**src/rtl/cascade_count_ctrl.sv**
```systemverilog
// Two-digit cascaded mod-MOD counter controller with start/stop/hold/clear and a target stop.
// Optional AUTO_RELOAD_EN: a target hit reloads the counters to 0,0 and keeps running.
module cascade_count_ctrl #(
    parameter int MOD = 11,
    parameter int DW  = 4
) (
    input  logic          clk,
    input  logic          a_reset,
    input  logic          tick,
    input  logic          start,
    input  logic          stop,
    input  logic          clear,
    input  logic          tgt_load,
    input  logic [DW-1:0] target_ones,
    input  logic [DW-1:0] target_tens,
    output logic [DW-1:0] ones,
    output logic [DW-1:0] tens,
    output logic [1:0]    state,
    output logic          busy,
    output logic          done,
    output logic          done_pulse
);

    typedef enum logic [1:0] {
        S_IDLE = 2'b00,
        S_RUN  = 2'b01,
        S_HOLD = 2'b10,
        S_DONE = 2'b11
    } state_t;

    localparam logic [DW-1:0] MAXV = DW'(MOD - 1);
    localparam logic [DW:0]   MODW = (DW + 1)'(MOD);

    state_t        r_state, w_state_nxt;
    logic [DW-1:0] r_ones, r_tens, w_ones_nxt, w_tens_nxt;
    logic [DW-1:0] r_tgt_ones, r_tgt_tens, w_tgt_ones_nxt, w_tgt_tens_nxt;
    logic          r_done_pulse, w_pulse_nxt;
    logic          w_ones_en, w_tens_en, w_hit;
    logic [DW-1:0] w_ones_inc, w_tens_inc;

    // Compare one bit wider so MOD == 2^DW never overflows the clamp test.
    function automatic logic [DW-1:0] clamp_digit(input logic [DW-1:0] v);
        return ({1'b0, v} >= MODW) ? MAXV : v;
    endfunction

    // A tick only counts in RUN when no higher-priority command is present.
    assign w_ones_en  = tick & (r_state == S_RUN) & ~stop & ~clear;
    assign w_tens_en  = w_ones_en & (r_ones == MAXV);
    assign w_ones_inc = (r_ones == MAXV) ? '0 : r_ones + DW'(1);
    assign w_tens_inc = w_tens_en ? ((r_tens == MAXV) ? '0 : r_tens + DW'(1)) : r_tens;
    assign w_hit      = w_ones_en && (w_ones_inc == r_tgt_ones) && (w_tens_inc == r_tgt_tens);

    // NOTE: every always_comb output gets a default first, so no path can infer a latch.
    always_comb begin
        w_state_nxt    = r_state;
        w_ones_nxt     = r_ones;
        w_tens_nxt     = r_tens;
        w_tgt_ones_nxt = r_tgt_ones;
        w_tgt_tens_nxt = r_tgt_tens;
        w_pulse_nxt    = 1'b0;
        if (clear) begin
            w_state_nxt = S_IDLE;
            w_ones_nxt  = '0;
            w_tens_nxt  = '0;
        end else begin
            unique case (r_state)
                S_IDLE: begin
                    if (tgt_load) begin
                        w_tgt_ones_nxt = clamp_digit(target_ones);
                        w_tgt_tens_nxt = clamp_digit(target_tens);
                    end
                    if (start && !stop) w_state_nxt = S_RUN;
                end
                S_RUN: begin
                    if (stop) begin
                        w_state_nxt = S_HOLD;
                    end else if (w_ones_en) begin
                        w_ones_nxt = w_ones_inc;
                        w_tens_nxt = w_tens_inc;
                        if (w_hit) begin
                            w_pulse_nxt = 1'b1;
`ifdef AUTO_RELOAD_EN
                            w_ones_nxt  = '0;
                            w_tens_nxt  = '0;
`else
                            w_state_nxt = S_DONE;
`endif
                        end
                    end
                end
                S_HOLD: begin
                    if (start && !stop) w_state_nxt = S_RUN;
                end
                S_DONE: begin
                    w_state_nxt = S_DONE;
                end
                default: w_state_nxt = S_IDLE;
            endcase
        end
    end

    // NOTE: sequential state uses non-blocking assignments so all registers update together.
    always_ff @(posedge clk or posedge a_reset) begin
        if (a_reset) begin
            r_state      <= S_IDLE;
            r_ones       <= '0;
            r_tens       <= '0;
            r_tgt_ones   <= MAXV;
            r_tgt_tens   <= MAXV;
            r_done_pulse <= 1'b0;
        end else begin
            r_state      <= w_state_nxt;
            r_ones       <= w_ones_nxt;
            r_tens       <= w_tens_nxt;
            r_tgt_ones   <= w_tgt_ones_nxt;
            r_tgt_tens   <= w_tgt_tens_nxt;
            r_done_pulse <= w_pulse_nxt;
        end
    end

    assign ones       = r_ones;
    assign tens       = r_tens;
    assign state      = r_state;
    assign busy       = (r_state == S_RUN) || (r_state == S_HOLD);
    assign done       = (r_state == S_DONE);
    assign done_pulse = r_done_pulse;

endmodule

```
**config.mk**
```make
export PLATFORM = sky130hd
export DESIGN_NAME = cascade_count_ctrl
export DESIGN_NICKNAME = d
export VERILOG_FILES = /design/src/rtl/cascade_count_ctrl.sv
export SDC_FILE = /design/constraint.sdc
export NUM_CORES = 1
export LEC_CHECK = 0
export BUFFER_PORTS_ARGS = -buffer_cell sky130_fd_sc_hd__buf_2
export CORE_ASPECT_RATIO = 0.7
export CORE_MARGIN = 8
export CORE_UTILIZATION = 46
export DETAILED_ROUTE_END_ITERATION = 8
export PLACE_DENSITY_LB_ADDON = 0.3
export SETUP_SLACK_MARGIN = 0.05
export SYNTH_ARGS = -nofsm -noshare
export SYNTH_HDL_FRONTEND = slang
export SYNTH_SLANG_ARGS = --single-unit
```
**constraint.sdc**
```tcl
create_clock -name clk -period 2.11 [get_ports clk]
set_input_delay 0.633 -clock clk [delete_from_list [all_inputs] [get_ports clk]]
set_output_delay 0.633 -clock clk [all_outputs]
set_load 0.01 [all_outputs]
```
Word-level counts from Yosys, hierarchy flattened
Index checks and enable logic that the tools add are counted.
{ "totals": {"output_inout_bits": 13, "inputBits": 15, "elab_cells": 63, "register_bits": 19} }
{ "classes": {"bitwise_logic": 6, "reduce_logical": 12, "magnitude_cmp": 2, "n_eq_ne": 11, "muxes": 24, "add_sub_neg": 2} }
{ "ops": {"columns": ["op", "n"], "rows": [
  ["$mux W4", 13],
  ["$mux W2", 5],
  ["$reduce_and A3 Y1", 3],
  ["$add A4 B1 Y4 const B", 2],
  ["$eq A4 B4 Y1", 2],
  ["$eq A4 B4 Y1 const B", 2],
  ["$ge A4 B4 Y1 const B", 2],
  ["$ne A4 B4 Y1 const B", 2],
  ["$pmux W2 S3", 1],
  ["$mux W1", 5],
  ["$and A1 B1 Y1", 4],
  ["$eq A2 B2 Y1 const B", 2],
  ["$reduce_bool A2 Y1", 2],
  ["$logic_and A1 B1 Y1", 3],
  ["$ne A3 B1 Y1 const B", 1],
  ["$eq A2 B1 Y1 const B", 1],
  ["$logic_not A2 Y1", 1],
  ["$ne A2 B1 Y1 const B", 1],
  ["$not A1 Y1", 2],
  ["$reduce_or A2 Y1", 1],
  ["$logic_not A1 Y1", 1],
  ["$logic_or A1 B1 Y1", 1]
]} }

Longest topological paths before layout
Gate-level depths: netlist (run 1).
{ "depth": {"ltp_word": 13, "mapped_depth": 9, "mapped_depth_nobuf": 9} }

Worst setup path after synthesis (run 1)
OpenSTA, ideal clock, no wires.
{ "synth_path": {"path_type": "flip-flop to flip-flop", "start": "reg r_state[1] (netlist: state[1])", "end": "reg r_state[0] (netlist: state[0])", "slack_ns": -0.110, "setup_time_ns": 0.121, "arrival_ns": 2.099, "path_buffers": 0, "path_stages_with_launch": 10, "cell_sequence": "dfrtp_1 inv_1 ha_1 and4bb_2 a21boi_0 nor3_1 o22ai_2 nor4_4 or3_1 a22o_1"} }
{ "synth_between": {"elab_chain_len": 10, "word_cells_on_any_way": 19} }
{ "synth_rtl": {"columns": ["item", "line", "rtl"], "rows": [
  ["from (decl)", "34", "state_t r_state, w_state_nxt;"],
  ["from (signal assigned)", "112", "r_state <= w_state_nxt;"],
  ["$eq A2 B1 Y1", "47, 66", null],
  ["$and A1 B1 Y1 (3 in a row)", "47", "assign w_ones_en = tick & (r_state == S_RUN) & ~stop & ~clear;"],
  ["$and A1 B1 Y1", "48", "assign w_tens_en = w_ones_en & (r_ones == MAXV);"],
  ["$mux W4", "50", "assign w_tens_inc = w_tens_en ? ((r_tens == MAXV) ? '0 : r_tens + DW'(1)) : r_tens;"],
  ["$eq A4 B4 Y1", "51", "assign w_hit = w_ones_en && (w_ones_inc == r_tgt_ones) && (w_tens_inc == r_tgt_tens);"],
  ["$logic_and A1 B1 Y1", "51", null],
  ["$ne A4 B4 Y1 (no source line)", null, null],
  ["$reduce_and A3 Y1 (no source line)", null, null]
]} }
Several ways; a longest one is shown, not always the timed one.
A chain may end at the register's enable or synchronous reset.

Worst setup path in the final report (run 1)
Same ends and word-level chain as after synthesis.

==> results.py, run 1 <==
metrics = {
    "placement": {
        "place_hpwl_microns": 2690,
        "gp_congestion": 0.856,
        "place_ws_ns": -0.326,
        "portBuffers": 27,
        "place_inst": 227,
    },
    "critical_path": {
        "worstPathMaxFanout": 5,
        "cp.required_ns": 2.26,
        "start_kind": "register",
        "path_cells": "inv_2 > ha_4 > and4bb_2 > nand4_1 > and3b_2 > o22ai_4 > nor4_4 > or3_4 > a22o_1",
        "worstPathArrival_ns": 2.39,
        "reg2reg_from": "state[1]$_DFFE_PP0P_",
        "max_stage_delay_ns": 0.41,
        "critPathKind": "reg -> reg",
        "cpMaxStageDelayCell": "dfrtp_2",
        "r2r-end": "state[0]$_DFFE_PP0P_",
        "ff2ff_path_depth": 9,
        "path_buf_inv": 1,
        "critical_path.top_delay_family": "simple AND/OR/NAND/NOR gates",
        "end_kind": "register",
        "ff2ff_setup_slack_ns": -0.13,
    },
    "synthesis": {
        "post-synth-top-area-fraction_pct": 27.2,
        "synthFlopType": "dfrtp_1",
        "async_flop_share_pct": 100,
        "syn_nets": 170,
        "synthTopCellsByArea": "dfrtp_1 (27%), dfstp_2 (7.6%), ha_1 (6.4%), a21oi_1 (5.1%), o21ai_0 (4.7%)",
        "ys_ff_latch": 19,
        "synthCells": 148,
        "yosys.area.top_type": "dfrtp_1",
        "synth-edff-count": 0,
        "syn-cell-area_sq_um": 1380,
        "yosysWarnings": 0,
        "synth_cell_types": 48,
        "seq_area_frac_synth_pct": 34.9,
        "syn_area_per_cell_sq_um": 9.31,
    },
    "sta": {
        "min_period_ns": 2.24,
        "fin_ws_ns": -0.133,
        "skew_ns": 0.00659,
        "setup_violations": 2,
        "whs_ns": 0.383,
        "slew_violations": 0,
        "fin_crit_sh_pct": 106,
        "max_freq_mhz": 446,
        "rsz0062_at_grt": "true",
        "finalHoldViolations": 0,
        "tightest_slew_ns": 0.484,
        "slew_headroom_pct": 67.7,
    },
    "pwr": {
        "pwr-share-seq_pct": 39.4,
        "swShare_pct": 36.1,
        "p_int_uw": 964,
        "p_leak_uw": 0.000819,
        "share_comb_of_total_power_pct": 44.2,
        "pwr-share-clk_pct": 16.5,
        "power_density_nw_per_um2": 824,
        "max-vdd-ir-drop_uv": 488,
        "switchingPower_uw": 543,
    },
    "routing": {
        "wirelength_microns": 3470,
        "firstDrtPassIters": 4,
        "vias": 1260,
        "wire_per_inst_microns": 14.8,
        "drtIter0Drc": 69,
        "postRouteAntennaNets": 0,
        "drc": 0,
        "vias_per_cell": 5.38,
    },
    "run": {
        "max-cap-violations": 0,
    },
    "cts": {
        "path_clk_slew_ns": 0.07,
        "cts_tree": "yes",
        "clockRootBuffer": "clkbuf_8",
        "postCtsHoldBufs": 0,
        "cts_buffers": 3,
        "insertion_delay_ns": 0.26,
        "htreeDepth": 1,
        "clockBufferDepth": 2,
        "cts_sinks": 19,
    },
    "die": {
        "num_io_pins": 28,
        "dieArea_sq_um": 5030,
        "chipWidth_microns": 81.4,
        "core_area_sq_um": 2820,
        "die-height_microns": 61.8,
        "start_util_pct": 48.8,
        "row_count": 16,
    },
    "global_routing": {
        "grt_max_degree": 20,
        "grt.overflow.total": 0,
        "antenna_found_initial": 0,
        "grt_pass1_vias": 1266,
        "grt.total_usage_pct": 14.9,
        "grt_pass1_wl_microns": 5840,
    },
    "finish": {
        "area_delta_synth_final_pct": 32.7,
        "final_common_cell": "buf_2",
        "insertedDiodeCount": 0,
        "final_nets": 221,
        "fillers": 234,
        "final_layout_size_suffix_gt1_share_pct": 43.4,
        "mostFrequentLayoutCells": "buf_2 (27), buf_4 (25), nand2_1 (15)",
        "multi_input_area_sq_um": 901,
        "regArea_sq_um": 483,
        "fin_cells": 234,
    },
    "hold_path": {
        "hold_class": "in -> async",
    },
    "run_status": {
        "violations": "setup timing",
        "status": "finished with violations",
    },
}
[synthesized netlist by cell type, drive strengths merged, types with 2 or more instances]
cell	instances
mux2i	2
nor4	3
nand3b	4
or3	3
xnor2	4
a21boi	4
nor2	7
clkbuf	3
mux2	2
buf	3
o22ai	3
ha	7
a21oi	14
or2b	2
o21ai	13
dfstp	4
nand2	15
nand2b	4
nor3	4
inv	8
a22o	2
and3b	2
nand3	3
dfrtp	15
and4bb	3
o21a	2
nand4bb	2
[logic make-up after synthesis]
| group | share of synthesized area (%) |
|---|---|
| xor gates and xnor gates | 3.18 |
| AOI/OAI and AO/OA | 20.0 |
| adders and majority gates | 6.36 |
| and+or+nand+nor | 26.8 |
| muxes | 3.09 |
| DFF | 34.9 |
| buffers and inverters | 5.72 |
[registers in the layout, indices dropped and copies added (netlist names)]
signal	count
done_pulse	1
ones	4
r_tgt_ones	4
r_tgt_tens	4
state	2
tens	4
[through the flow]
step / power [uW] / util [%] / cell area (sq um) / TNS (ns)
final: 1510 / 64.8 / 1830 / -0.260
after global routing: 1620 / 64.8 / 1830 / -0.458
after CTS: 1470 / 62.6 / 1770 / -0.193
after floorplan: 976 / - / 1390 / -0.0690
after detailed placement: 1190 / 59.8 / 1690 / -0.619
after global placement: 1150 / 59.8 / 1690 / -0.497
[how the worst max path moves through the flow]
stage,from,to,slack (ns),cells after the start
2_1_floorplan,stop,state[0]$_DFFE_PP0P_,-0.04,7
3_3_place_gp,stop,state[0]$_DFFE_PP0P_,-0.26,8
3_5_place_dp,stop,state[1]$_DFFE_PP0P_,-0.33,8
4_1_cts,state[1]$_DFFE_PP0P_,state[0]$_DFFE_PP0P_,-0.1,9
5_1_grt,state[1]$_DFFE_PP0P_,state[1]$_DFFE_PP0P_,-0.23,9
6_report,state[1]$_DFFE_PP0P_,state[0]$_DFFE_PP0P_,-0.13,9
[worst reg2reg max path: stages, from the launching register on]
cell,delay [ns]
dfrtp_2,0.41
inv_2,0.07
ha_4,0.14
and4bb_2,0.31
nand4_1,0.14
and3b_2,0.25
o22ai_4,0.15
nor4_4,0.06
or3_4,0.40
a22o_1,0.21
[power groups by stage]
stage	clock (uW)	combinational, uW	sequential (uW)
5_1_grt	269	743	608
3_3_place_gp	0	570	584
4_1_cts	254	626	585
2_1_floorplan	0	391	584
6_report	248	666	593
3_5_place_dp	0	600	590
[layer usage]
metal	GRT usage, %	routed length (microns)	share of wire (%)
met3	4.02	154	4.4
met1	18.8	1680	48
met5	0	0	0
met2	24.6	1600	46
met4	4.30	32	0.92
[final cells by class]
class                           instances  area share (%)
Multi-Input combinational cell        115            49.3
Sequential cell                        19            26.4
Timing Repair Buffer                   52            17.7
Tap cell                               36            2.46
Clock buffer                            3            2.26
Inverter                                8            1.64
Clock inverter                          1           0.274
[what timing repair did]
action,in CTS,in global routing
pin swaps,11,3
resized for setup,4,9
setup endpoints to repair,2,2
buffers inserted,2,1
No activity file was read; power rests on OpenSTA's default activity.
==> run 2, diff against run 1 <==
ABC_AREA = 1   (was default)
==> results.py, run 2 <==
metrics = {
    "finish": {
        "final_cell_area_sq_um": 1560,
        "final_common_cell": "nand2_1",
        "regArea_sq_um": 480,
        "fin_cells": 251,
        "multi_input_area_sq_um": 704,
        "final_layout_size_suffix_gt1_share_pct": 27.9,
        "fillers": 281,
        "area_delta_synth_final_pct": 21.1,
        "final_util_pct": 57.3,
        "insertedDiodeCount": 0,
        "final_nets": 238,
        "mostFrequentLayoutCells": "nand2_1 (42), buf_2 (27), inv_1 (26)",
    },
    "sta": {
        "fin_crit_sh_pct": 89.6,
        "slew_headroom_pct": 61.5,
        "max_freq_mhz": 529,
        "tightest_slew_ns": 0.572,
        "setup_tns_ns": 0,
        "finalHoldViolations": 0,
        "setup_violations": 0,
        "rsz0062_at_grt": "false",
        "skew_ns": 0.000886,
        "slew_violations": 0,
        "min_period_ns": 1.89,
    },
    "synthesis": {
        "syn_nets": 202,
        "synthTopCellsByArea": "dfrtp_1 (29%), nand2_1 (13%), nand3_1 (8.5%), dfstp_2 (8.2%), inv_1 (7.9%)",
        "yosys.area.top_type": "dfrtp_1",
        "seq_area_frac_synth_pct": 37.3,
        "syn-cell-area_sq_um": 1290,
        "yosysWarnings": 0,
        "async_flop_share_pct": 100,
        "synthCells": 180,
        "synth_commonest_cells": "nand2_1 (44), inv_1 (27), nand3_1 (22)",
        "post-synth-top-area-fraction_pct": 29.1,
        "synth_cell_types": 24,
        "synthFlopType": "dfrtp_1",
        "synth-edff-count": 0,
        "ys_ff_latch": 19,
        "syn_area_per_cell_sq_um": 7.16,
        "yosysMostFrequentCell": "nand2_1",
    },
    "die": {
        "die-height_microns": 60.3,
        "row_count": 16,
        "num_io_pins": 28,
        "dieArea_sq_um": 4780,
        "core_area_sq_um": 2720,
        "start_util_pct": 47.3,
        "chipWidth_microns": 79.3,
    },
    "run_status": {
        "status": "complete, no violations",
    },
    "routing": {
        "wire_per_inst_microns": 11.5,
        "postRouteAntennaNets": 0,
        "drc": 0,
        "drtIter0Drc": 112,
        "wirelength_microns": 2890,
        "firstDrtPassIters": 4,
        "vias_per_cell": 4.83,
        "vias": 1213,
    },
    "global_routing": {
        "grt_max_degree": 20,
        "antenna_found_initial": 0,
        "grt.overflow.total": 0,
        "grt.total_usage_pct": 12.1,
        "grt_pass1_wl_microns": 4580,
        "grt_pass1_vias": 1042,
    },
    "cts": {
        "clockBufferDepth": 2,
        "clockRootBuffer": "clkbuf_8",
        "htreeDepth": 1,
        "insertion_delay_ns": 0.25,
        "cts_buffers": 3,
        "cts_sinks": 19,
        "cts_tree": "yes",
        "path_clk_slew_ns": 0.06,
    },
    "placement": {
        "placed_cell_area_sq_um": 1490,
        "portBuffers": 27,
        "place_hpwl_microns": 2360,
        "place_inst": 246,
        "gp_congestion": 0.922,
    },
    "critical_path": {
        "worstPathMaxFanout": 7,
        "worstPathArrival_ns": 2.03,
        "start_kind": "register",
        "critPathKind": "reg -> reg",
        "end_kind": "register",
        "cp.required_ns": 2.25,
    },
    "pwr": {
        "power_density_nw_per_um2": 866,
        "max-vdd-ir-drop_uv": 569,
        "p_leak_uw": 0.000857,
        "total_power_uw": 1350,
    },
    "run": {
        "max-cap-violations": 0,
    },
    "hold_path": {
        "hold_class": "in -> async",
    },
}
[run 2: cell types whose count changed in the layout (fill, tap and decap cells not counted), sizes merged, moves of 4 or more]
| cell | delta |
|---|---|
| a21oi | -9 |
| nor2 | +17 |
| inv | +22 |
| a21boi | -4 |
| buf | -20 |
| xnor2 | -4 |
| nand3b | -4 |
| nand2 | +34 |
| o21ai | -5 |
| nand2b | -4 |
| nand3 | +19 |
[run 2: power breakdown]
part,total [uW],switching [uW],internal (uW)
registers,552,65.0,487
logic,554,332,222
clock network,245,111,134
[run 2: cell families after synthesis]
group | synth area share (%)
adder cells (fa/ha/maj) | 6.80
flip-flops | 37.3
buffers and inverters | 9.61
AND/OR/NAND/NOR | 35.3
XOR/XNOR | 1.26
AO/OA/AOI/OAI | 9.71
[run 2: path summary, 6_finish.rpt]
| kind | start | slack [ns] | depth (start not counted) | endpoint |
|---|---|---|---|---|
| setup / recovery | tens[1]$_DFFE_PP0P_ | 0.22 | 11 | state[0]$_DFFE_PP0P_ |
| hold / removal | a_reset | 0.39 | 3 | state[1]$_DFFE_PP0P_ |
| setup reg to reg | tens[1]$_DFFE_PP0P_ | 0.22 | 11 | state[0]$_DFFE_PP0P_ |
| hold reg to reg | r_tgt_ones[3]$_DFFE_PP1P_ | 0.49 | 2 | r_tgt_ones[3]$_DFFE_PP1P_ |
| max in group asynchronous | a_reset | 1.46 | 3 | r_tgt_ones[3]$_DFFE_PP1P_ |
| min in group clk | r_tgt_ones[3]$_DFFE_PP1P_ | 0.49 | 2 | r_tgt_ones[3]$_DFFE_PP1P_ |
[run 2: critical path: stages (launching register included)]
cell	delay (ns)
dfrtp_1	0.46
ha_1	0.22
or2_2	0.27
nand3_1	0.08
nand2_1	0.09
o21ai_4	0.09
xor2_2	0.19
nand3_1	0.11
nand2_2	0.09
nand2_2	0.06
nand2_1	0.07
nand2_1	0.05
[run 2: layer usage]
metal / track usage (%) / part of all wire (%) / vias up
met5: 0 / 0 / -
met4: 3.15 / 1.0 / 0
met3: 3.90 / 5.3 / 2
met2: 16.1 / 40 / 33
met1: 17.8 / 54 / 531
li1: - / - / 647
[run 2: layout make-up]
class,count,share of cell area [%]
Clock buffer,4,2.89
Inverter,30,7.22
Multi-Input combinational cell,130,45.1
Sequential cell,19,30.8
Tap cell,36,2.89
Timing Repair Buffer,32,11.1
[run 2: timing repair]
item	4_1_cts	5_1_grt
setup endpoints to repair	0	2
gates resized for setup	0	6
hold buffers	0	0
setup buffers	0	1
[run 2: metrics by stage]
| step | setup slack, ns | hold WS [ns] |
|---|---|---|
| after global placement | 0.0653 | 0.486 |
| final | 0.220 | 0.390 |
| after CTS | 0.164 | 0.398 |
| after global routing | 0.0369 | 0.419 |
| after detailed placement | 0.0299 | 0.486 |
| after floorplan | 0.270 | 0.462 |
==> run 3, diff against run 2 <==
CORE_ASPECT_RATIO = 1.4   (was 0.7)
==> results.py, run 3 (synthesis gave the netlist of run 2 again) <==
metrics = {
    "sta": {
        "setup_violations": 0,
        "slew_headroom_pct": 65.3,
        "min_period_ns": 1.89,
        "rsz0062_at_grt": "false",
        "finalHoldViolations": 0,
        "max_freq_mhz": 529,
        "tightest_slew_ns": 0.515,
        "whs_ns": 0.336,
        "skew_ns": 0.00560,
        "setup_tns_ns": 0,
        "fin_crit_sh_pct": 89.6,
        "slew_violations": 0,
    },
    "die": {
        "dieArea_sq_um": 4780,
        "num_io_pins": 28,
        "die-height_microns": 78.6,
        "core_area_sq_um": 2640,
        "chipWidth_microns": 60.7,
        "start_util_pct": 48.8,
        "row_count": 22,
    },
    "critical_path": {
        "path_cells": "inv_2 > ha_4 > nand2_4 > inv_2 > nand2_4 > nor2_4 > nand2_2 > o21ai_4 > xor2_2 > nand3_1 > nand2_2 > nand2_2 > nand2_1 > nand2_1",
        "worstPathArrival_ns": 2.08,
        "cp.depth": 14,
        "reg2reg_from": "state[1]$_DFFE_PP0P_",
        "ff2ff_path_depth": 14,
        "r2r-end": "state[0]$_DFFE_PP0P_",
        "path_buf_inv": 2,
        "cp.required_ns": 2.30,
        "end_kind": "register",
        "crit_top_cell": "nand2_2",
        "worstPathMaxFanout": 6,
        "start_kind": "register",
        "critPathKind": "reg -> reg",
        "cpMaxStageDelayCell": "dfrtp_1",
        "max_stage_delay_ns": 0.41,
        "ff2ff_setup_slack_ns": 0.22,
        "critical_path.top_delay_family": "simple AND/OR/NAND/NOR gates",
    },
    "finish": {
        "final_common_cell": "nand2_1",
        "final_layout_size_suffix_gt1_share_pct": 29.4,
        "mostFrequentLayoutCells": "nand2_1 (41), buf_2 (27), inv_1 (25)",
        "fin_cells": 250,
        "regArea_sq_um": 483,
        "multi_input_area_sq_um": 732,
        "insertedDiodeCount": 0,
        "fillers": 253,
        "final_cell_area_sq_um": 1560,
        "final_nets": 237,
        "area_delta_synth_final_pct": 21.4,
    },
    "routing": {
        "wirelength_microns": 3160,
        "vias_per_cell": 5.22,
        "drc": 0,
        "drtIter0Drc": 42,
        "wire_per_inst_microns": 12.6,
        "postRouteAntennaNets": 0,
        "vias": 1304,
        "firstDrtPassIters": 5,
    },
    "global_routing": {
        "grt_pass1_wl_microns": 5380,
        "antenna_found_initial": 0,
        "grt.total_usage_pct": 14.2,
        "grt_pass1_vias": 1268,
        "grt_max_degree": 20,
        "grt.overflow.total": 0,
    },
    "pwr": {
        "p_leak_uw": 0.000858,
        "power_density_nw_per_um2": 839,
        "max-vdd-ir-drop_uv": 602,
    },
    "placement": {
        "place_inst": 245,
        "place_hpwl_microns": 2540,
        "gp_congestion": 0.829,
        "placed_cell_area_sq_um": 1480,
        "portBuffers": 27,
    },
    "run": {
        "max-cap-violations": 0,
    },
    "cts": {
        "clockBufferDepth": 2,
        "cts_sinks": 19,
        "cts_tree": "yes",
        "path_clk_slew_ns": 0.10,
        "htreeDepth": 1,
        "clockRootBuffer": "clkbuf_4",
        "insertion_delay_ns": 0.29,
        "cts_buffers": 3,
    },
    "hold_path": {
        "hold_class": "in -> async",
    },
    "run_status": {
        "status": "complete, no violations",
    },
}
[run 3: cell types whose count changed in the layout (fill, tap and decap cells not counted), sizes merged]
cell / before / now
buf: 32 / 31
[run 3: metrics by stage]
stage                     util, %  power, uW  worst slack [ns]
after global placement       56.0       1060            0.0797
after floorplan                 -        926             0.270
after global routing         59.2       1430            0.0265
final                        59.2       1310             0.219
after detailed placement     56.0       1090            0.0479
after CTS                    57.3       1280            0.0911
[run 3: worst max-delay path by stage]
stage	from	to	slack [ns]
finish	state[1]$_DFFE_PP0P_	state[0]$_DFFE_PP0P_	0.22
global route	tens[0]$_DFFE_PP0P_	state[0]$_DFFE_PP0P_	0.03
CTS	state[1]$_DFFE_PP0P_	state[0]$_DFFE_PP0P_	0.09
detailed placement	clear	state[0]$_DFFE_PP0P_	0.05
global placement	clear	state[0]$_DFFE_PP0P_	0.08
floorplan	clear	state[0]$_DFFE_PP0P_	0.27
[run 3: where the power goes]
group / internal (uW) / total, uW / switching (uW)
clock: 73.5 / 180 / 106
sequential: 488 / 570 / 82.1
combinational: 225 / 562 / 338
[run 3: final cells by class]
| class | instances | share of cell area [%] |
|---|---|---|
| inverters | 30 | 7.20 |
| multi-input cells | 130 | 46.8 |
| clock buffers | 4 | 1.68 |
| repair buffers | 31 | 10.6 |
| well taps | 36 | 2.88 |
| flip-flops and latches | 19 | 30.9 |
[run 3: worst register-to-register path: stages (launching register included)]
cell and delay [ns]:
dfrtp_1 0.41, inv_2 0.09, ha_4 0.15, nand2_4 0.06, inv_2 0.06, nand2_4 0.07
nor2_4 0.18, nand2_2 0.09, o21ai_4 0.08, xor2_2 0.20, nand3_1 0.11, nand2_2 0.10
nand2_2 0.06, nand2_1 0.06, nand2_1 0.05
[run 3: what timing repair did]
action / in CTS / in global routing
endpoints found under the setup margin: 2 / 2
pin swaps: 0 / 5
buffers inserted: 1 / 0
resized for setup: 0 / 14
hold buffers: 0 / 0
hold endpoints to repair: 0 / 0
[run 3: per-layer routing]
metal | GRT usage, % | vias up | part of all wire (%)
met2 | 26.1 | 41 | 54
li1 | - | 642 | -
met5 | 0 | - | 0
met3 | 1.79 | 7 | 5.3
met4 | 4.92 | 0 | 2.3
met1 | 15.6 | 614 | 39
